File: src/rtl/store_trace_fifo.sv
// Store trace FIFO: captures committed stores from the MIPS data-memory bus and checks them
// against two expected address/data pairs. Optional capture timestamps via STORE_TRACE_TSTAMP_EN.
module store_trace_fifo #(
  parameter int DEPTH    = 8,
  parameter int AW       = 32,
  parameter int DW       = 32,
  parameter int PC_LIMIT = 100
) (
  input  logic                     clk,
  input  logic                     reset,
  input  logic                     enable,
  input  logic                     memwrite,
  input  logic [AW-1:0]            dataadr,
  input  logic [DW-1:0]            writedata,
  input  logic [31:0]              pc,
  input  logic [AW-1:0]            exp_adr0,
  input  logic [DW-1:0]            exp_data0,
  input  logic [AW-1:0]            exp_adr1,
  input  logic [DW-1:0]            exp_data1,
  input  logic                     rd_ready,
  output logic                     rd_valid,
  output logic [AW-1:0]            rd_adr,
  output logic [DW-1:0]            rd_data,
  output logic [15:0]              rd_stamp,
  output logic [$clog2(DEPTH):0]   count,
  output logic                     overflow,
  output logic                     hit0,
  output logic                     hit1,
  output logic                     err,
  output logic                     done,
  output logic                     pass
);
  localparam int PW = $clog2(DEPTH);
  localparam int CW = PW + 1;
  localparam logic [CW-1:0] FULL_CNT = CW'(DEPTH);
  localparam logic [31:0]   PC_LIM   = 32'(PC_LIMIT);

  typedef enum logic [1:0] {S_IDLE, S_RUN, S_DONE} state_t;

  typedef struct packed {
    logic [AW-1:0] adr;
    logic [DW-1:0] data;
`ifdef STORE_TRACE_TSTAMP_EN
    logic [15:0]   stamp;
`endif
  } entry_t;

  state_t          state_q, state_d;
  logic [PW-1:0]   wptr_q, wptr_d, rptr_q, rptr_d;
  logic [CW-1:0]   count_q, count_d;
  logic            ovf_q, ovf_d, hit0_q, hit0_d, hit1_q, hit1_d, err_q, err_d, pass_q, pass_d;
  entry_t          mem_q [DEPTH];
  entry_t          wr_ent, head;
  logic            proc, pop, push;
  logic            a0_eq, a1_eq, d0_eq, d1_eq;

`ifdef STORE_TRACE_TSTAMP_EN
  logic [15:0]     stamp_q;
  always_ff @(posedge clk or posedge reset) begin
    if (reset)                 stamp_q <= '0;
    else if (state_q == S_RUN) stamp_q <= stamp_q + 16'd1;
  end
`endif

  always_comb begin
    proc  = (state_q == S_RUN) & memwrite;
    pop   = (count_q != '0) & rd_ready;
    // A full FIFO still takes the store when the head leaves on the same edge.
    push  = proc & ((count_q != FULL_CNT) | pop);
    a0_eq = dataadr == exp_adr0;
    a1_eq = dataadr == exp_adr1;
    d0_eq = writedata == exp_data0;
    d1_eq = writedata == exp_data1;

    hit0_d = hit0_q | (proc & a0_eq & d0_eq);
    hit1_d = hit1_q | (proc & a1_eq & d1_eq);
    err_d  = err_q  | (proc & ((a0_eq & ~d0_eq) | (a1_eq & ~d1_eq)));
    ovf_d  = ovf_q  | (proc & ~push);

    wptr_d  = push ? wptr_q + PW'(1) : wptr_q;
    rptr_d  = pop  ? rptr_q + PW'(1) : rptr_q;
    count_d = count_q;
    case ({push, pop})
      2'b10:   count_d = count_q + CW'(1);
      2'b01:   count_d = count_q - CW'(1);
      default: count_d = count_q;
    endcase

    state_d = state_q;
    case (state_q)
      S_IDLE:  if (enable) state_d = S_RUN;
      S_RUN:   if ((hit0_d & hit1_d) | (pc > PC_LIM)) state_d = S_DONE;
      default: state_d = state_q;
    endcase

    pass_d = (state_d == S_DONE) & hit0_d & hit1_d & ~err_d & ~ovf_d;

    wr_ent      = '0;
    wr_ent.adr  = dataadr;
    wr_ent.data = writedata;
`ifdef STORE_TRACE_TSTAMP_EN
    wr_ent.stamp = stamp_q;
`endif
  end

  always_ff @(posedge clk or posedge reset) begin
    if (reset) begin
      state_q <= S_IDLE;
      wptr_q  <= '0;
      rptr_q  <= '0;
      count_q <= '0;
      ovf_q   <= 1'b0;
      hit0_q  <= 1'b0;
      hit1_q  <= 1'b0;
      err_q   <= 1'b0;
      pass_q  <= 1'b0;
    end else begin
      state_q <= state_d;
      wptr_q  <= wptr_d;
      rptr_q  <= rptr_d;
      count_q <= count_d;
      ovf_q   <= ovf_d;
      hit0_q  <= hit0_d;
      hit1_q  <= hit1_d;
      err_q   <= err_d;
      pass_q  <= pass_d;
    end
  end

  always_ff @(posedge clk) begin
    if (push) mem_q[wptr_q] <= wr_ent;
  end

  // Storage is not reset, so the head is masked to zero while empty.
  assign head     = mem_q[rptr_q];
  assign rd_valid = count_q != '0;
  assign rd_adr   = rd_valid ? head.adr  : '0;
  assign rd_data  = rd_valid ? head.data : '0;
`ifdef STORE_TRACE_TSTAMP_EN
  assign rd_stamp = rd_valid ? head.stamp : 16'h0;
`else
  assign rd_stamp = 16'h0;
`endif
  assign count    = count_q;
  assign overflow = ovf_q;
  assign hit0     = hit0_q;
  assign hit1     = hit1_q;
  assign err      = err_q;
  assign done     = state_q == S_DONE;
  assign pass     = pass_q;
endmodule

File: config.mk
export PLATFORM = sky130hd
export DESIGN_NAME = store_trace_fifo
export DESIGN_NICKNAME = d
export VERILOG_FILES = /design/src/rtl/store_trace_fifo.sv
export SDC_FILE = /design/constraint.sdc
export NUM_CORES = 1
export LEC_CHECK = 0
export CORE_MARGIN = 4
export CORE_UTILIZATION = 59
export DETAILED_ROUTE_END_ITERATION = 6
export PLACE_DENSITY = 0.87
export SLEW_MARGIN = 10
export SYNTH_ARGS = -nofsm -noshare
export SYNTH_HDL_FRONTEND = slang
export SYNTH_SLANG_ARGS = --single-unit
File: constraint.sdc
create_clock -name clk -period 10.7 [get_ports clk]
set_input_delay 2.14 -clock clk [delete_from_list [all_inputs] [get_ports clk]]
set_output_delay 2.14 -clock clk [all_outputs]
set_load 0.01 [all_outputs]
Word level (Yosys, flattened, before mapping)
Memories as Yosys holds them, arrays and structs flattened.
Cells that the tools add are included.
{"block": "totals", "ff_bits": 17, "ramBits": 512, "inputBits": 229, "out_inout_bits": 91, "word_cells": 64, "n_memories": 1}
{"block": "op_classes", "addsub": 4, "magnitude_cmp": 1, "eq_ne": 10, "n_mux": 8, "n_bitwise": 28, "reduce_logical": 3}
{"name": "mem_q", "words": 8, "word_bits": 64, "read_ports": 1, "rd_ports_with_merged_regs": 0, "wr": 1, "line_no": "52", "source": "entry_t mem_q [DEPTH];"}
{"op": "equality test 32 bit", "n": 4}
{"op": "2-to-1 mux 32 bit", "n": 2}
{"op": "greater-than comparator 32 x 7 -> 1 bit, second input constant", "n": 1}
{"op": "AND 1 bit", "n": 16}
{"op": "case mux 4 bit (2 select lines)", "n": 1}
{"op": "bitwise OR 1 bit", "n": 7}
{"op": "adder 3 x 1 -> 3 bit, second input constant", "n": 2}
{"op": "equality test 2 bit, second input constant", "n": 3}
{"op": "inverter 1 bit", "n": 5}
{"op": "adder 4 x 1 -> 4 bit, second input constant", "n": 1}
{"op": "equality test 2 x 1 -> 1 bit, second input constant", "n": 2}
{"op": "2-to-1 mux 2 bit", "n": 2}
{"op": "!= test 4 bit, second input constant", "n": 1}
{"op": "case mux 2 bit (2 select lines)", "n": 1}
{"op": "nonzero test 4 bit", "n": 1}
{"op": "subtractor 4 x 1 -> 4 bit, second input constant", "n": 1}
{"op": "logical NOT 2 bit", "n": 1}
{"op": "2-to-1 mux 1 bit", "n": 2}
{"op": "nonzero test 2 bit", "n": 1}

Logic depth before layout (Yosys ltp)
{"block": "logic_depth", "depth_word": 14, "mapped_depth": 10, "ltp_nobuf": 10}

Least setup slack after synthesis
Ideal clock, no wire load.
{"block": "synth_path", "kind": "input-to-reg", "start": "input rd_ready", "end": "memory mem_q[1][0] (netlist name) (enable)", "setup_ps": 565, "arrival_ps": 7058, "required_time_ps": 10135, "path_slack_ps": 3078, "stages": 5, "path_buffers": 0, "path_cell_list": "nand2b_1 -> nor4_1 -> nor2_1 -> nand2_1 -> nor3_1"}
{"block": "synth_between", "elab_chain_len": 5}
{"item": "from (decl)", "line_no": "20", "source": "input logic rd_ready,"}
{"item": "AND 1 bit", "line_no": "67", "source": "pop = (count_q != '0) & rd_ready;"}
{"item": "bitwise OR 1 bit", "line_no": "69", "source": "push = proc & ((count_q != FULL_CNT) | pop);"}
{"item": "AND 1 bit", "line_no": "69"}
{"item": "2-to-1 mux 1 bit", "line_no": "131", "source": "if (push) mem_q[wptr_q] <= wr_ent;"}
{"item": "2-to-1 mux 1 bit (implied by the code)", "line_no": "131"}
{"item": "to (decl)", "line_no": "52"}
No other way between the ends.

Worst setup path in the final report
{"block": "layout_path", "start": "register rptr_q[1]", "end": "output rd_adr[8]"}
{"block": "layout_between", "elab_chain_len": 2}
{"item": "from (decl)", "line_no": "49", "source": "logic [PW-1:0] wptr_q, wptr_d, rptr_q, rptr_d;"}
{"item": "from (signal assigned)", "line_no": "120", "source": "rptr_q <= rptr_d;"}
{"item": "memory read (8 x 64 bit)"}
{"item": "2-to-1 mux 32 bit", "line_no": "137", "source": "assign rd_adr = rd_valid ? head.adr : '0;"}
{"item": "to (decl)", "line_no": "22", "source": "output logic [AW-1:0] rd_adr,"}
No other way between the ends.

==> results.txt <==
Post-CTS Hold Buffers: 0
CORE AREA: 36,520 um^2
setup TNS: 0 ps
R2R depth: 5
Clock power frac: 0.283
reg2reg start: state_q[0]
Via density: 6.221
Die Y: 200.2 um
die width: 200.2 um
WP data required: 8560 ps
share of layout cells above drive strength 1: 0.1625
largest net degree at the start of global routing: 77
final worst-path cycle share: 0.5643
sequential fraction of the synthesis area: 0.7248
reg2reg end: mem_q[3][0]
Tot GR Track Use: 0.2696
critical path capture point type: output port
Synth Flop Type: edfxtp_1
post-DR wirelength/cell: 28.26 um
sw frac: 0.2853
Worst EP arrival: 3900 ps
buffer and inverter count on the worst path: 2
HP Start: hit1
final non-filler cell total: 1,933
NetSw: 1.717 mW
number of top-level pins: 320
# setup viols final: 0
gpl congestion: 0.7818
HP Class: register to register
DR pass1 iterations: 5
Post-synth EDFFs: 512
asr flop ratio synth: 0.03214
clk sink count: 529
Reg power frac: 0.404
busiest metal layer after global routing: met2
Worst-Skew Late Latency: 550 ps
Comb pwr share: 0.313
R2R Setup Slk: 7510 ps
post-DP HPWL: 31.84 mm
GR Util met1: 0.3448
row cnt: 70
CP Launch Type: register
Yosys cell types: 38
Crit Path Class: register to output port
Slowest Stage Delay on Critical Path: 1190 ps
Period minus WS final: 6038 ps
first-pass GRT wire length: 81.55 mm
Total Routed Length: 54.63 mm
Least-Margin Pin Slew: 1184 ps
Fin Clk Skew: 15.85 ps
Resize count post-CTS: 0
Yosys warnings: 0
Max-cap violations: 0
Nets: 1,659
Antenna Cells: 0
Crit-path slowest cell: dfrtp_4
Initial Util: 0.5969
Cells after DPL: 1,841
internal power: 4.300 mW
P per Cell Area: 223.2 nW/um^2
P_leak: 9.035 nW
number of buffers created by CTS: 49
M3 GR Usage: 0.04290
syn_area_per_cell: 19.80 um^2
run status: finished clean
DRC: 0
Worst slew margin: 0.2106
Setup Fix Bufs, Post-CTS: 0
most common cell after layout, fill and taps aside: edfxtp_1
worst hold stages: 1
Area Overhead vs Synth: 23.64%
CP Cell Sequence: buf_4 -> mux4_2 -> mux2i_1 -> nor2_1 -> clkdlybuf4s50_1
top post-synthesis cells by area: edfxtp_1, mux4_2, xor2_1, mux2i_1, dfrtp_1
number of synthesized register bits: 529
FMAX: 165.6 MHz
post-synth top area cell: edfxtp_1
most frequent cells in the layout: edfxtp_1, clkdlybuf4s50_1, mux4_2
Synth top area share: 0.7053
Syn Inst Count: 1,101
worst-path fanout max: 76
CTS root buffer: clkbuf_16
Worst Hold End: hit1
delay-heaviest family, CP: buffers and inverters
initial antenna violation count: 0
Die ar.: 40,090 um^2
M2 GR Usage: 0.4754
clk slew on worst S/H paths: 60 ps
vias in the first global route: 12,974
Slew Limit Fails: 0
number of I/O port buffers: 303
CTS tree: yes
routed vias: 12,025
peak supply drop: 0.1413 mV
Syn Std Cell Area: 21,800 um^2
GRT Residual Overflow: 0
Routed Antenna Nets: 0
initial drt markers: 1,256
clk buf depth: 3
htree depth: 2
RSZ-0062 raised after global routing: false
final-report hold violation count: 0
metrics by stage:
step | setup WS (ps) | util | cell area (um^2) | hold slack (ps) | power (mW)
2_1_floorplan | 3078 | - | 21860 | 512.4 | 3.501
4_1_cts | 4306 | 0.7372 | 26920 | 506.8 | 6.043
3_3_place_gp | 4946 | 0.6939 | 25340 | 454.0 | 4.293
3_5_place_dp | 4901 | 0.6939 | 25340 | 488.8 | 4.328
5_1_grt | 4510 | 0.7380 | 26950 | 522.9 | 6.256
6_report | 4662 | 0.7380 | 26950 | 500.7 | 6.017
power by group through the flow:
stage	logic [mW]	clock network, mW	registers, mW
2_1_floorplan	1.16	0	2.35
3_3_place_gp	1.79	0	2.51
3_5_place_dp	1.82	0	2.51
4_1_cts	1.85	1.72	2.47
5_1_grt	2.00	1.82	2.44
6_report	1.88	1.70	2.43
synth_stat cells, drive strengths merged (3+ instances only):
| library cell | number |
|---|---|
| mux2i | 65 |
| clkbuf | 26 |
| edfxtp | 512 |
| inv | 8 |
| ha | 4 |
| nor2 | 79 |
| nand3 | 6 |
| xnor2 | 10 |
| nor4 | 38 |
| a21o | 4 |
| nand4 | 7 |
| a21oi | 3 |
| nor3 | 7 |
| dfrtp | 17 |
| nand2b | 3 |
| mux4 | 128 |
| buf | 33 |
| o21ai | 3 |
| nand2 | 12 |
| xor2 | 125 |
worst max-delay path by stage:
stage,start,end,slack [ps],depth (start not counted)
finish,rptr_q[1],rd_adr[8],4660,5
global placement,rptr_q[0],rd_adr[25],4950,5
global route,rptr_q[0],rd_adr[5],4510,6
floorplan,rd_ready,mem_q[1][0],3080,5
CTS,rptr_q[0],rd_data[4],4310,5
detailed placement,rptr_q[0],rd_data[4],4900,5
per-layer routing:
metal	wire length (um)	part of all wire	up-vias
li1	-	-	5036
met1	19790	0.36	6190
met2	28870	0.53	669
met3	3812	0.070	130
met4	2148	0.039	0
met5	0	0	-
worst reg2reg max path: stages (launching register included):
cell and delay [ps]:
dfrtp_1 500, nand3b_4 180, nor2_1 360, nand2_1 290, nor2_4 660, buf_4 780
sequential cells by signal, indices dropped and copies added, names as in the netlist, 2 cells and up:
signal / cells
count: 4
mem_q: 512
rptr_q: 3
state_q: 2
wptr_q: 3
cell type report:
type,count,area [um^2]
clock inverter,33,280.3
tap,468,585.6
clock buffer,58,1303
timing repair buffer,317,3158
fill,1984,9570
multi-input combinational,520,5784
inverter,8,30.03
sequential,529,15810
cells by family after synthesis:
| family | after synthesis | share of synthesized area |
|---|---|---|
| AND/OR/NAND/NOR | 155 | 0.03467 |
| other | 1 | 0.0001720 |
| buffers and inverters | 67 | 0.01527 |
| adder cells (fa/ha/maj) | 5 | 0.003214 |
| XOR/XNOR | 135 | 0.05424 |
| flip-flops | 529 | 0.7248 |
| AO/OA/AOI/OAI | 14 | 0.004534 |
| multiplexers | 195 | 0.1631 |
(Power assumes the default switching activity.)
